===== config.mk =====
export PLATFORM = sky130hd
export DESIGN_NAME = quad_encoder_tx
export DESIGN_NICKNAME = d
export VERILOG_FILES = /design/src/rtl/quad_encoder_tx.sv
export SDC_FILE = /design/constraint.sdc
export NUM_CORES = 1
export LEC_CHECK = 0
export BUFFER_PORTS_ARGS = -buffer_cell sky130_fd_sc_hd__buf_2
export CORE_AREA = 3 3 88 90
export CTS_CLUSTER_DIAMETER = 200
export CTS_CLUSTER_SIZE = 20
export DETAILED_ROUTE_END_ITERATION = 6
export DIE_AREA = 0 0 91 93
export HOLD_SLACK_MARGIN = 0.1
export PLACE_DENSITY = 0.66
export SETUP_SLACK_MARGIN = 0.2
export SYNTH_ARGS = -nofsm -noshare
export SYNTH_HDL_FRONTEND = slang
export SYNTH_SLANG_ARGS = --single-unit

===== constraint.sdc =====
create_clock -name clk -period 5.55 [get_ports clk]
set_clock_uncertainty 0.2 [all_clocks]
set_input_delay 0.555 -clock clk [delete_from_list [all_inputs] [get_ports clk]]
set_output_delay 0.555 -clock clk [all_outputs]
set_load 0.02 [all_outputs]

===== src/rtl/quad_encoder_tx.sv =====
// quad_encoder_tx: quadrature encoder emulator.
// Accepts an absolute target position and steps quadA/quadB one Gray-code
// edge at a time toward it, one edge every `period` clocks. The period is
// clamped to at least MIN_PERIOD.
//
// Ports:
//   clk, rst_n            clock, asynchronous active-low reset
//   cmd_valid/cmd_ready   command handshake (ready only while idle)
//   cmd_target            absolute target position
//   cmd_period            clocks per quadrature edge (clamped up to MIN_PERIOD)
//   abort                 cancel the running move (honoured only while moving)
//   quadA, quadB          registered quadrature phases
//   position              registered current emitted position
//   busy                  move in progress
//   done                  one-cycle pulse when a move completes
module quad_encoder_tx #(
  parameter int unsigned POS_W      = 9,
  parameter int unsigned DIV_W      = 16,
  parameter int unsigned MIN_PERIOD = 4
) (
  input  logic             clk,
  input  logic             rst_n,
  input  logic             cmd_valid,
  output logic             cmd_ready,
  input  logic [POS_W-1:0] cmd_target,
  input  logic [DIV_W-1:0] cmd_period,
  input  logic             abort,
  output logic             quadA,
  output logic             quadB,
  output logic [POS_W-1:0] position,
  output logic             busy,
  output logic             done
);

  typedef enum logic [1:0] {IDLE, RUN, FINISH} state_t;

  localparam logic [DIV_W-1:0] MIN_P   = DIV_W'(MIN_PERIOD);
  localparam logic [DIV_W-1:0] DIV_ONE = DIV_W'(1);
  localparam logic [POS_W-1:0] POS_ONE = POS_W'(1);

  state_t           state, state_next;
  logic [POS_W-1:0] target;
  logic [POS_W-1:0] pos_step;
  logic [DIV_W-1:0] period;
  logic [DIV_W-1:0] period_eff;
  logic [DIV_W-1:0] div_cnt;
  logic             dir_up;
  logic             accept;
  logic             edge_due;

  assign period_eff = (cmd_period < MIN_P) ? MIN_P : cmd_period;
  assign accept     = (state == IDLE) && cmd_valid;
  // An abort in the same cycle as a due edge suppresses that edge.
  assign edge_due   = (state == RUN) && !abort && (div_cnt == period);
  assign pos_step   = dir_up ? (position + POS_ONE) : (position - POS_ONE);

  // State register
  always_ff @(posedge clk or negedge rst_n) begin
    if (!rst_n) begin
      state <= IDLE;
    end else begin
      state <= state_next;
    end
  end

  // Next-state logic
  always_comb begin
    state_next = state;
    case (state)
      IDLE: begin
        if (cmd_valid) begin
          state_next = (cmd_target == position) ? FINISH : RUN;
        end
      end
      RUN: begin
        if (abort) begin
          state_next = IDLE;
        end else if (edge_due && (pos_step == target)) begin
          state_next = FINISH;
        end
      end
      FINISH:  state_next = IDLE;
      default: state_next = IDLE;
    endcase
  end

  // Output logic
  always_comb begin
    cmd_ready = (state == IDLE);
    busy      = (state == RUN);
    done      = (state == FINISH);
  end

  // Datapath: command latch, edge divider, position and phase.
  // The phase is the Gray code of position[1:0], so quadA/quadB are
  // always reloaded from the new position rather than stepped separately.
  always_ff @(posedge clk or negedge rst_n) begin
    if (!rst_n) begin
      target   <= '0;
      period   <= '0;
      dir_up   <= 1'b0;
      div_cnt  <= '0;
      position <= '0;
      quadA    <= 1'b0;
      quadB    <= 1'b0;
    end else begin
      if (accept) begin
        target  <= cmd_target;
        period  <= period_eff;
        dir_up  <= (cmd_target > position);
        div_cnt <= DIV_ONE;
      end else if (state == RUN && !abort) begin
        if (edge_due) begin
          position <= pos_step;
          quadA    <= pos_step[1];
          quadB    <= pos_step[1] ^ pos_step[0];
          div_cnt  <= DIV_ONE;
        end else begin
          div_cnt  <= div_cnt + DIV_ONE;
        end
      end
    end
  end

endmodule


==> metrics.md, run 1 <==
| Metric | Value |
|---|---|
| Clock power share | `~23%` |
| Hold_buf cts | `0` |
| Synth Area in Adders | `roughly 7.0%` |
| R2R setup slack | `2.68 ns` |
| CP required | `about 5.5 ns` |
| Synthesized Nets | `between 400 and 500` |
| Synth Area in Simple Gates | `around 24%` |
| Area grow syn2layout | `11.4%` |
| Largest net degree at the start of global routing | `55` |
| Width of the die | `between 90 and 100 um` |
| Max-cap viol count | `0` |
| Crit Reg-Reg Endpoint | `state[0]` |
| Total track usage | `roughly a fifth` |
| NetSw | `roughly 0.36 mW` |
| CTS tree | `yes` |
| ANT nets after route | `0` |
| Final setup fails | `0` |
| Number of DRC markers in iteration 0 | `240` |
| Number of inserted diodes | `0` |
| Synth warn | `0` |
| Root Buffer | `clkbuf_8` |
| CTS buffer count | `5` |
| Routed vias/inst | `about 5.3` |
| Slew margin rel. | `28.8%` |
| Period utilization | `51.8%` |
| Reg power frac | `approximately 47%` |
| Total I/O pin count | `43` |
| Detailed-route wire length per cell | `around 15 um` |
| Nets | `roughly 460` |
| Pleak | `approximately 1.7 nW` |
| Endpoints failing hold | `0` |
| RSZ-0062 raised after global routing | `false` |
| CTS sink cnt | `between 50 and 60` |
| Unique masters post-synth | `45` |
| Worst-skew pair later-pin latency | `about 0.31 ns` |
| PortBufs | `42` |
| Max stage delay on crit path | `roughly 0.45 ns` |
| Worst setup path category | `register to register` |
| Post-Synth XOR/XNOR Area | `9.53%` |
| Worst EP arrival | `roughly 2.9 ns` |
| Sequential area share after synthesis | `between 40% and 50%` |
| Worst setup path end | `state[0]` |
| EDFF count, synth | `0` |
| Share of post-route cells with drive strength above 1 | `around 14%` |
| Setup TNS | `0 ns` |
| Pint | `about 0.67 mW` |
| Combinational cell fraction of total power | `around 30%` |
| Worst min path class | `primary input to asynchronous set/reset pin` |
| Worst slew pin tran | `roughly 1.1 ns` |
| Switching share of power | `about a third` |
| Routed WL | `around 7.6 mm` |
| Initial antenna violation count | `0` |
| Vias in the first global route | `about 2800` |
| R2R depth | `9` |
| Initial DRT Pass Iterations | `4` |
| CP Launch Type | `register` |
| DRC | `0` |
| Peak supply drop | `0.000153 V` |
| Number of setup buffers added after CTS | `0` |
| CP endpoint kind | `register` |
| Die area | `roughly 8500 sq um` |
| Ranking of synthesized cells by area | `dfrtp_1 41%, nand2_1 11%, ha_1 6.4%` |
| Area share of the largest cell type after synthesis | `40.8%` |
| Critical path, cell by cell | `inv_1, ha_1, nor2b_1, o2111ai_1, nand3b_1, xnor2_1, xnor2_1, nor4_2, o22ai_1` |
| Inst Count DP | `between 500 and 600` |
| DP Wirelength | `approximately 5.6 mm` |
| Status | `finished, final reports clean` |
| Post-Syn Area | `roughly 3300 sq um` |
| Post-route cell area | `between 3000 and 4000 sq um` |
| Slew Limit Fails | `0` |
| Crit path launch | `dir_up` |
| Slowest CP cell | `dfrtp_1` |
| RePlAce Congestion | `between 0.8 and 0.9` |
| DR vias | `2729` |
| Clk buf depth | `2` |
| CP most frequent cell | `xnor2_1` |
| First-pass GRT wire length | `~13 mm` |
| P per Cell Area | `279 nW/um^2` |
| Main combinational cell family by area after synthesis | `simple AND/OR/NAND/NOR gates` |
| Crit path time final | `about 2.9 ns` |
| RR Startpoint | `dir_up` |
| Fraction of synthesized area in multiplexers | `1.21%` |
| Grt total ovfl | `0` |
| Leading area contributor after synthesis | `dfrtp_1` |
| Mean post-synth cell area | `between 8 and 9 sq um` |
| Dpl cell area | `between 3000 and 4000 sq um` |
| Finished Layout Cells | `slightly above 500` |
| Synth Area in Compound Gates | `13.2%` |
| Number of synthesized register bits | `54` |
| Clock-pin slew on the worst setup and hold paths | `about 0.10 ns` |
| Post-cts resize count | `0` |
| H-tree depth | `2` |
| Mapped Cells | `380` |
| Async S/R FF share, synth | `100%` |
| Fmax | `between 300 and 400 MHz` |
| Die Span Y | `approximately 93 um` |
| Starting density of the core | `46.4%` |
| Placeable Area | `7140 sq um` |
| Crit-path max FO | `10` |
| Most used DFF post-synth | `dfrtp_1` |
| Rows | `31` |
| Hold WS | `approximately 0.15 ns` |
[per-layer routing]
layer,global-route usage [%],wire length (um),vias to the layer above
met2,28.6,3300,62
met1,28.5,3870,1271
met4,6.03,121,0
met3,3.78,356,13
li1,-,-,1383
met5,0,0,-
[worst min path at each step]
stage                          start     endpoint  slack (ns)
final                          rst_n  position[2]        0.15
after global routing           rst_n  position[2]        0.21
after CTS                      rst_n  position[2]        0.20
after detailed placement  period[15]   period[15]        0.28
after global placement     target[3]    target[3]        0.28
after floorplan                rst_n       dir_up        0.06
[power groups by stage]
stage	sequential [mW]	clock [mW]	combinational (mW)
2_1_floorplan	0.481	0	0.238
3_3_place_gp	0.489	0	0.309
3_5_place_dp	0.491	0	0.312
4_1_cts	0.483	0.242	0.315
5_1_grt	0.490	0.254	0.359
6_report	0.483	0.233	0.313
[layout make-up]
type	instances	area, sq um
clock inverters	2	12.5
flip-flops and latches	54	1350
repair buffers	45	233
fillers	717	3450
multi-input cells	294	1820
well taps	99	124
clock buffers	6	82.6
inverters	17	63.8
[logic make-up (layout without fill, tap and decap cells)]
logic type               after synthesis  after routing
AND/OR/NAND/NOR                      166            166
adder cells (fa/ha/maj)               18             18
flip-flops                            54             54
AO/OA/AOI/OAI                         70             70
multiplexers                           4              4
buffers and inverters                 32             70
XOR/XNOR                              36             36
[synthesized netlist by cell type (2+ instances only)]
cell and number:
nand2_1 93, dfrtp_1 54, xnor2_1 22, o21ai_0 21, ha_1 17, inv_1 17
nand3_1 17, xor2_1 14, nor2_1 12, a21oi_1 9, clkbuf_1 9, nor4_1 8
o21ai_1 8, and3_1 5, nand4_1 5, nor2b_1 5, nor3_1 5, o211ai_1 5
a22o_1 4, a31oi_1 4, mux2i_1 4, nand2b_1 4, o21a_1 4, a21o_1 3
o22ai_1 3, o31ai_1 3, buf_2 2, buf_4 2, nor4_2 2, nor4_4 2
o311ai_0 2, or3_1 2
[critical path: cells and delay by family, from the launching register on]
kind                     cells  cell delay [ns]
AO/OA/AOI/OAI                2             0.46
XOR/XNOR                     2             0.36
adder cells (fa/ha/maj)      1             0.35
buffers and inverters        1             0.30
flip-flops                   1             0.45
AND/OR/NAND/NOR              3             0.65
[cell usage in the layout (no fill, tap or decap), types with 5 or more instances in the layout]
master,synthesis,final
nor4_1,8,8
inv_1,17,17
nand4_1,5,5
nand2_1,93,93
nor2_1,12,12
xnor2_1,22,22
o21ai_1,8,8
nand3_1,17,17
a21oi_1,9,9
dfrtp_1,54,54
buf_2,2,42
and3_1,5,5
xor2_1,14,14
clkbuf_8,0,6
nor3_1,5,5
o21ai_0,21,21
nor2b_1,5,5
ha_1,17,17
o211ai_1,5,5
[sequential cells by signal (all words and copies together), names as in the netlist]
signal,count
state,2
period,16
target,9
quadB,1
div_cnt,16
dir_up,1
position,9
[per-stage QoR]
stage | util (%) | power, mW | setup slack [ns]
floorplan | - | 0.719 | 2.95
global placement | 50.3 | 0.798 | 2.71
detailed placement | 50.3 | 0.804 | 2.64
CTS | 51.7 | 1.04 | 2.68
global route | 51.7 | 1.10 | 2.42
finish | 51.7 | 1.03 | 2.68
No activity file was read; power rests on OpenSTA's default activity.
==> run 2, diff against run 1 <==
--- a/config.mk
+++ b/config.mk
@@ -12,7 +12,7 @@
 export DETAILED_ROUTE_END_ITERATION = 6
 export DIE_AREA = 0 0 91 93
 export HOLD_SLACK_MARGIN = 0.1
-export PLACE_DENSITY = 0.66
+export PLACE_DENSITY = 0.69
 export SETUP_SLACK_MARGIN = 0.2
 export SYNTH_ARGS = -nofsm -noshare
 export SYNTH_HDL_FRONTEND = slang
==> constraint.sdc (replaced) <==
create_clock -name clk -period 2.5 [get_ports clk]
set_clock_uncertainty 0.2 [all_clocks]
set_input_delay 0.25 -clock clk [delete_from_list [all_inputs] [get_ports clk]]
set_output_delay 0.25 -clock clk [all_outputs]
set_load 0.02 [all_outputs]
==> run 2 against run 1 <==
  * The run now ends with setup timing left
  * Utilization is 13 points higher
  * Cell count is 11% higher
  * Non-clock buffer count is 58 higher
  * Worst setup slack worse by 2.7 ns
  * First-iteration DRC count is 20% lower
  * Maximum frequency is 14% higher
  * Register-to-register slack worse by 2.7 ns
  * Critical path type unchanged
  * Largest cell class unchanged
==> metrics.md, run 2 (synthesized netlist as in run 1, its figures left out) <==
| Metric | Value |
|---|---|
| Pre-CTS WS | `-0.0591 ns (-2.70 ns)` |
| Final setup fails | `1 (+1)` |
| Worst setup path category | `register to register` |
| Slew Limit Fails | `0 (unchanged)` |
| Clk buf depth | `2 (unchanged)` |
| Grt total ovfl | `0 (unchanged)` |
| DR vias | `3122 (+14%)` |
| Most common cell after layout, fill and taps aside | `nand2_1` |
| Crit Reg-Reg Endpoint | `state[0]` |
| Setup TNS | `-0.0104 ns (-0.0104 ns)` |
| Max-cap viol count | `0 (unchanged)` |
| Nets | `522 (+13%)` |
| Slowest CP cell | `dfrtp_2` |
| Detailed-route wire length per cell | `16.6 um (+13%)` |
| Total track usage | `22.1% (+2.8 points)` |
| Finished Layout Cells | `575 (+11%)` |
| Peak supply drop | `0.000311 V (+100%)` |
| Die area | `8460 sq um (unchanged)` |
| Worst slew pin tran | `0.597 ns (-0.471 ns)` |
| Hold endpoint | `target[2]` |
| Routed WL | `9.57 mm (+25%)` |
| Max stage delay on crit path | `0.46 ns (about the same)` |
| CP endpoint kind | `register` |
| Starting density of the core | `46.4% (unchanged)` |
| CTS sink cnt | `54 (unchanged)` |
| Hold wc startpoint | `cmd_valid` |
| RR Startpoint | `dir_up` |
| Total I/O pin count | `43 (unchanged)` |
| DP Wirelength | `6.41 mm (+15%)` |
| PortBufs | `42 (unchanged)` |
| Worst EP arrival | `2.51 ns (-0.35 ns)` |
| Setup WS post-layout | `-0.0104 ns (-2.69 ns)` |
| Biggest regs | `div_cnt (16), period (16)` |
| Root Buffer | `clkbuf_8` |
| Most frequent cells in the layout | `91 x nand2_1, 49 x dfrtp_1, 42 x buf_2` |
| Rows | `31 (unchanged)` |
| Vias in the first global route | `3037 (+10%)` |
| DRC | `0 (unchanged)` |
| Clock-pin slew on the worst setup and hold paths | `0.10 ns (about the same)` |
| Fmax | `398 MHz (+14%)` |
| CP Launch Type | `register` |
| CTS tree | `yes` |
| First-pass GRT wire length | `15.0 mm (+13%)` |
| Critical path, cell by cell | `inv_8, ha_2, a21boi_2, buf_4, nor4_1, a31oi_1, nand4_1, nor4_2, o22ai_1` |
| Fillers | `600 (-16%)` |
| Pleak | `2.07 nW (+21%)` |
| Routed vias/inst | `5.43 (+2.9%)` |
| R2R depth | `9 (unchanged)` |
| Number of DRC markers in iteration 0 | `193 (-20%)` |
| Largest net degree at the start of global routing | `25 (-55%)` |
| Width of the die | `91 um (unchanged)` |
| ANT nets after route | `0 (unchanged)` |
| Endpoints failing hold | `0 (unchanged)` |
| Initial antenna violation count | `0 (unchanged)` |
| Period utilization | `100% (+49 points)` |
| RePlAce Congestion | `0.908 (+3.1%)` |
| Number of inserted diodes | `0 (unchanged)` |
| R2R setup slack | `-0.01 ns (-2.69 ns)` |
| RSZ-0062 raised after global routing | `true` |
| Initial DRT Pass Iterations | `5 (+1)` |
| Area grow syn2layout | `38.9%` |
| Placeable Area | `7140 sq um (unchanged)` |
| CP required | `2.50 ns (-3.03 ns)` |
| Slew margin rel. | `60.2% (+31 points)` |
| Hold Crit Depth | `4` |
| Worst-skew pair later-pin latency | `0.31 ns (about the same)` |
| Worst min path class | `primary input to register` |
| Die Span Y | `93 um (unchanged)` |
| Violated checks | `setup timing` |
| Share of post-route cells with drive strength above 1 | `30.3% (+16 points)` |
| CTS buffer count | `5 (unchanged)` |
| Inst Count DP | `528 (+3.7%)` |
| Crit-path max FO | `8 (-2)` |
| P per Cell Area | `577 nW/um^2 (+110%)` |
| Tot Pwr | `2.65 mW (+160%)` |
| H-tree depth | `2 (unchanged)` |
| Crit path time final | `2.51 ns (-0.363 ns)` |
| Status | `complete, but fails checks` |
[run 2: cell types whose count changed in the layout (fill, tap and decap cells not counted), sizes merged]
cell,change
dlygate4sd3,+26
buf,+31
bufinv,+1
clkinvlp,-1
clkbuf,+2
clkinv,-1
[run 2: final cells by class]
| type | instances | area [sq um] | share of cell area, % |
|---|---|---|---|
| multi-input combinational | 294 | 2140 | 46.6 |
| tap | 99 | 124 | 2.69 |
| sequential | 54 | 1360 | 29.5 |
| clock buffer | 7 | 76.3 | 1.66 |
| timing repair buffer | 103 | 795 | 17.3 |
| inverter | 17 | 71.3 | 1.55 |
| clock inverter | 1 | 30.0 | 0.653 |
[run 2: critical path, delay by kind of cell, from the launching register on]
| kind | cells | cell delay, ns |
|---|---|---|
| and+or+nand+nor | 3 | 0.54 |
| AOI/OAI and AO/OA | 3 | 0.53 |
| DFF | 1 | 0.46 |
| adders and majority gates | 1 | 0.41 |
| buffers and inverters | 2 | 0.23 |
[run 2: power breakdown]
group	internal [mW]	total (mW)	leakage (nW)	switching, mW
logic	0.457	0.977	1.36	0.520
registers	0.979	1.09	0.662	0.108
clock network	0.300	0.588	0.0524	0.288
[run 2: per-layer routing]
| layer | routed length, um | vias up | GRT usage [%] |
|---|---|---|---|
| met1 | 4290 | 1491 | 31.5 |
| met5 | 0 | - | 0 |
| li1 | - | 1496 | - |
| met2 | 4420 | 112 | 34.3 |
| met4 | 251 | 0 | 6.53 |
| met3 | 616 | 23 | 4.18 |
[run 2: how the worst max path moves through the flow]
stage	end	slack, ns	start	cells past startpoint
floorplan	state[0]	0.12	position[0]	9
global placement	state[0]	0.02	dir_up	9
detailed placement	state[0]	-0.06	dir_up	9
CTS	state[0]	-0.0009	position[0]	8
global route	state[0]	-0.11	dir_up	9
finish	state[0]	-0.01	dir_up	9
[run 2: timing repair]
action                     4_1_cts  5_1_grt
hold buffers                    26        0
hold endpoints to repair        46        0
setup endpoints to repair       20       28
pin swaps                        7       29
setup buffers                    3        9
gates cloned                     1        0
gates resized for setup         13       70
[run 2: stage by stage]
stage	area [sq um]	util [%]	hold WS, ns
global placement	3760	52.7	0.0819
CTS	4250	59.5	0.205
global route	4600	64.4	0.247
finish	4600	64.4	0.208
floorplan	3320	-	-0.246
detailed placement	3760	52.7	0.0977
